===== src/rtl/display_pager.sv =====
// Order-book display pager: selects which values drive the HEX display slots,
// with button/timer page rotation, a halt page, and a stretched trade LED.
// Build option DISPLAY_PAGER_SNAPSHOT_EN adds the SNAP page and its capture registers.
module display_pager #(
  parameter int ROTATE_TICKS  = 150000000,
  parameter int STRETCH_TICKS = 5000000
) (
  input  logic       clk,
  input  logic       reset,
  input  logic [7:0] buy_price,
  input  logic [7:0] sell_price,
  input  logic [7:0] spread_now,
  input  logic [7:0] trade_count,
  input  logic       halt_flag,
  input  logic       match_flag,
  input  logic       next_page,
  input  logic       auto_en,
  output logic [7:0] disp_a,
  output logic [7:0] disp_b,
  output logic [7:0] disp_c,
  output logic [1:0] page,
  output logic       match_led
);

  localparam int DW = $clog2(ROTATE_TICKS + 1);
  localparam int SW = $clog2(STRETCH_TICKS + 1);
  localparam logic [DW-1:0] DWELL_LAST   = DW'(ROTATE_TICKS - 1);
  localparam logic [SW-1:0] STRETCH_LOAD = SW'(STRETCH_TICKS);

  typedef enum logic [1:0] {
    PRICES = 2'd0,
    COUNT  = 2'd1,
    SNAP   = 2'd2,
    HALT   = 2'd3
  } state_t;

  state_t        state, state_next;
  logic [DW-1:0] dwell, dwell_next;
  logic [SW-1:0] stretch, stretch_next;
  logic          next_prev, match_prev;
  logic          next_rise, match_rise, dwell_done;
  logic [7:0]    disp_a_next, disp_b_next, disp_c_next;

  assign next_rise  = next_page & ~next_prev;
  assign match_rise = match_flag & ~match_prev;
  // Dwell only counts outside HALT; the HALT branch below never consults it.
  assign dwell_done = auto_en && (dwell == DWELL_LAST);
  assign page       = state;

  function automatic state_t advance(input state_t s);
    case (s)
      PRICES: advance = COUNT;
`ifdef DISPLAY_PAGER_SNAPSHOT_EN
      COUNT:  advance = SNAP;
`else
      COUNT:  advance = PRICES;
`endif
      default: advance = PRICES;
    endcase
  endfunction

  always_comb begin
    state_next = state;
    dwell_next = dwell;
    if (halt_flag) begin
      state_next = HALT;
      dwell_next = '0;
    end else if (state == HALT) begin
      state_next = PRICES;
      dwell_next = '0;
    end else if (next_rise || dwell_done) begin
      state_next = advance(state);
      dwell_next = '0;
    end else if (auto_en) begin
      dwell_next = dwell + DW'(1);
    end else begin
      dwell_next = '0;
    end
  end

  always_comb begin
    stretch_next = stretch;
    if (match_rise) begin
      stretch_next = STRETCH_LOAD;
    end else if (stretch != '0) begin
      stretch_next = stretch - SW'(1);
    end
  end

`ifdef DISPLAY_PAGER_SNAPSHOT_EN
  logic [7:0] snap_buy, snap_sell, snap_count;
  logic [7:0] snap_buy_next, snap_sell_next, snap_count_next;

  always_comb begin
    snap_buy_next   = snap_buy;
    snap_sell_next  = snap_sell;
    snap_count_next = snap_count;
    if (match_rise) begin
      snap_buy_next   = buy_price;
      snap_sell_next  = sell_price;
      snap_count_next = trade_count;
    end
  end

  always_ff @(posedge clk) begin
    if (reset) begin
      snap_buy   <= '0;
      snap_sell  <= '0;
      snap_count <= '0;
    end else begin
      snap_buy   <= snap_buy_next;
      snap_sell  <= snap_sell_next;
      snap_count <= snap_count_next;
    end
  end
`endif

  // Display content follows the page being entered, so page and disp_* always agree.
  always_comb begin
    disp_a_next = '0;
    disp_b_next = '0;
    disp_c_next = '0;
    case (state_next)
      PRICES: begin
        disp_a_next = buy_price;
        disp_b_next = sell_price;
        disp_c_next = spread_now;
      end
      COUNT: disp_a_next = trade_count;
`ifdef DISPLAY_PAGER_SNAPSHOT_EN
      SNAP: begin
        disp_a_next = snap_buy_next;
        disp_b_next = snap_sell_next;
        disp_c_next = snap_count_next;
      end
`endif
      HALT: begin
        disp_a_next = 8'hFF;
        disp_b_next = 8'hFF;
        disp_c_next = trade_count;
      end
      default: ;
    endcase
  end

  always_ff @(posedge clk) begin
    if (reset) begin
      state      <= PRICES;
      dwell      <= '0;
      stretch    <= '0;
      next_prev  <= 1'b0;
      match_prev <= 1'b0;
      disp_a     <= '0;
      disp_b     <= '0;
      disp_c     <= '0;
      match_led  <= 1'b0;
    end else begin
      state      <= state_next;
      dwell      <= dwell_next;
      stretch    <= stretch_next;
      next_prev  <= next_page;
      match_prev <= match_flag;
      disp_a     <= disp_a_next;
      disp_b     <= disp_b_next;
      disp_c     <= disp_c_next;
      match_led  <= (stretch_next != '0);
    end
  end

endmodule


===== config.mk =====
export PLATFORM = sky130hd
export DESIGN_NAME = display_pager
export DESIGN_NICKNAME = d
export VERILOG_FILES = /design/src/rtl/display_pager.sv
export SDC_FILE = /design/constraint.sdc
export NUM_CORES = 1
export LEC_CHECK = 0
export CAP_MARGIN = 0
export CORE_ASPECT_RATIO = 0.6
export CORE_MARGIN = 1
export CORE_UTILIZATION = 45
export CTS_CLUSTER_DIAMETER = 100
export DETAILED_ROUTE_END_ITERATION = 8
export GPL_TIMING_DRIVEN = 1
export PLACE_DENSITY = 0.67
export SYNTH_ARGS = -nofsm -noshare
export SYNTH_HDL_FRONTEND = slang
export SYNTH_SLANG_ARGS = --single-unit

===== constraint.sdc =====
create_clock -name clk -period 4.44 [get_ports clk]
set_input_delay 0.666 -clock clk [delete_from_list [all_inputs] [get_ports clk]]
set_output_delay 0.666 -clock clk [all_outputs]
set_load 0.02 [all_outputs]

==> results by group <==
Pwr
  • PnR Total Power: 1.97 mW
  • Worst vdd ir: 224 uV
  • Static Leak: 1.64 nW
  • Power per Cell Area: 422 nW/um^2

Clock tree
  • Post-cts hold buffer count: 0
  • TritonCTS Buffers: 9
  • CTS tree: built
  • Clk slew on worst S/H paths: 0.06 ns
  • Clk sinks: 80
  • Clock Latency Late Sink: 0.34 ns
  • Post-CTS sizing: 0
  • CTS Buffer Depth: 2
  • Setup bufs post-CTS: 0
  • Root Driver: clkbuf_16
  • CTS H-tree depth: 3

Synth
  • Post-synth top flop: dfxtp_1
  • Mean area per synthesized cell: 8.44 sq um
  • Area share of fa/ha/maj cells after synthesis: 2.39%
  • Ys Warns: 0
  • Register area share after synthesis: 43.7%
  • Synth cell types: 47
  • Cells after Synth: 434
  • Post-synth top area cell: dfxtp_1
  • Mux contribution to synthesized area: 0%
  • Cell area after synthesis: 3660 sq um
  • Ranking of synthesized cells by area: dfxtp_1, nor2_1, xor2_1
  • Synth Net Count: 479
  • Synth Area in Simple Gates: 27.7%
  • XOR/XNOR share of the synthesized area: 10.0%
  • Largest family of logic cells by synthesized area: simple AND/OR/NAND/NOR gates
  • Register bit count reported by yosys: 80
  • Top-area cell type share of the netlist area: 43.7%
  • EDFF count, synth: 0
  • Async set-reset flop share out of synthesis: 0%
  • Post-synthesis compound-gate area fraction: 12.2%

Global route
  • Met1 GRT Util: 32.2%
  • Largest net degree at the start of global routing: 29
  • Routing usage on met2: 29.7%
  • Number of global-route vias before repair: 2848
  • All-Layer GR Usage: 21.9%
  • Initial antenna violation count: 0
  • Global-route wire length before repair: 14400 um
  • Busiest grt layer: met1
  • GR Util met3: 7.86%
  • Gr ovfl total: 0

Critical path
  • Worst EP arrival: 3.24 ns
  • Crit Reg-Reg Endpoint: disp_a[1]
  • Worst stage delay on the critical path: 0.74 ns
  • Worst path top cell family by delay: adder cells
  • Slowest CP cell: ha_1
  • R2R Setup Slk: 1.58 ns
  • Cells along the critical path: clkdlybuf4s50_1 -> nor4bb_1 -> and3_1 -> a32oi_1 -> xnor2_1 -> a21oi_1 -> ha_1 -> a221oi_1 -> nor2_1
  • Reg2Reg Depth: 8
  • Crit Path Category: input pin to flip-flop
  • Setup crit end kind: flip-flop
  • Reg2reg start: dwell[24]
  • CP Buf/Inv Count: 1
  • CP max FO: 24
  • Worst EP required: 4.71 ns
  • Type of origin of the critical path: input pin

Cells and area
  • Nets: 532
  • Multi-input logic area: 1920 sq um
  • # fillers: 715
  • FF/Latch Area: 1600 sq um
  • ANT cells: 0
  • Share of cells above drive strength 1: 5.49%
  • Layout area overhead: 27.2%

Detailed routing
  • Routed vias: 3219
  • DRT Pass-1 Iters: 4
  • Post-route ant nets: 0
  • Final WL: 8700 um
  • # DRC: 0
  • Vias per inst: 5.37
  • Iteration-0 DRC Markers: 338
  • Avg WL per Cell: 14.5 um

Place
  • Number of port buffers: 64
  • HPWL after detailed placement: 6310 um
  • Gpl congestion: 0.953

Timing
  • Pins Over Slew Limit: 0
  • Worst Skew: 0.00571 ns
  • Setup TNS: 0 ns
  • Fin crit share: 66.9%
  • Unrepaired setup endpoints after global routing: no
  • Setup violations, final: 0
  • Final-report hold violation count: 0
  • Max frequency: 336 MHz
  • Max_slew headroom: 30.7%
  • Worst Tran Pin Value: 1.04 ns
  • Min Tclk post-route: 2.97 ns

Floorplanning
  • Die W: 118 um
  • Die ar.: 8520 sq um
  • CORE AREA: 7880 sq um
  • Initial Util: 46.5%
  • DIE HEIGHT: 71.9 um
  • Row count: 25
  • Top Ports: 65

Worst hold path
  • Hold WC Path Type: flip-flop to flip-flop
  • Hold Path Depth: 1
  • Worst Hold Launch: dwell[0]
  • WHS Endpoint: dwell[0]

Run status
  • Status: finished clean

Run
  • Max Cap Viol: 0
[sequential cells by signal (all words and copies together) (netlist names)]
| signal | count |
|---|---|
| dwell | 28 |
| stretch | 23 |
| disp_a | 8 |
| disp_b | 8 |
| disp_c | 8 |
| page | 2 |
| match_led | 1 |
| match_prev | 1 |
| next_prev | 1 |
[Yosys cell counts, drive strengths merged (4+ instances only)]
cell type	count
a21oi	27
a221oi	9
a22oi	9
clkbuf	21
dfxtp	80
ha	7
inv	13
nand2	27
nand2b	4
nand3	19
nand4	9
nor2	91
nor2b	5
nor3	12
nor4	11
nor4b	4
o21ai	4
or4	6
xnor2	20
xor2	22
[cell type report]
type | instances | share of cell area (%)
multi-input cells | 318 | 41.2
inverters | 13 | 1.05
flip-flops and latches | 80 | 34.4
clock buffers | 11 | 5.42
well taps | 108 | 2.90
repair buffers | 65 | 13.9
clock inverters | 5 | 1.18
[metal layers]
metal,vias up,share of wire [%]
li1,1622,-
met1,1486,52
met2,106,39
met3,5,8.3
met4,0,0.61
met5,-,0
[worst max-delay path by stage]
stage / start / to / cells past startpoint
6_report: auto_en / disp_a[1] / 9
2_1_floorplan: auto_en / disp_a[6] / 11
4_1_cts: auto_en / disp_a[1] / 9
3_3_place_gp: auto_en / disp_a[1] / 9
3_5_place_dp: auto_en / disp_a[1] / 9
5_1_grt: auto_en / disp_c[5] / 9
[cell usage in the layout (no fill, tap or decap), drive strengths merged, types with 5 or more instances in the layout]
cell,synthesis,layout
a22oi,9,9
dfxtp,80,80
a221oi,9,9
a21oi,27,27
nand3,19,19
inv,13,13
clkbuf,21,11
xor2,22,22
clkdlybuf4s50,0,64
or4,6,6
nor3,12,12
ha,7,7
nor4,11,11
nand2,27,27
nor2,91,91
xnor2,20,20
nand4,9,9
nor2b,5,5
[metrics by stage]
stage	setup WS (ns)	area (sq um)	hold slack [ns]	utilization, %	std cells
after floorplan	1.83	3660	0.430	-	434
after global placement	1.21	4350	0.449	55.2	584
after detailed placement	1.15	4350	0.460	55.2	584
after CTS	1.49	4660	0.473	59.1	600
after global routing	1.23	4660	0.517	59.1	600
final	1.47	4660	0.463	59.1	600
[power by group]
part | internal, mW | switching, mW | total [mW]
clock | 0.464 | 0.288 | 0.751
combinational | 0.181 | 0.223 | 0.404
sequential | 0.762 | 0.0492 | 0.811
[cells by family (layout without fill, tap and decap cells)]
family | count (synthesis) | in the layout
fa+ha+maj | 7 | 7
compound gates | 65 | 65
buf+inv | 36 | 94
simple gates | 204 | 204
xor+xnor | 42 | 42
flops | 80 | 80
Power figures use the tool's default switching activity.
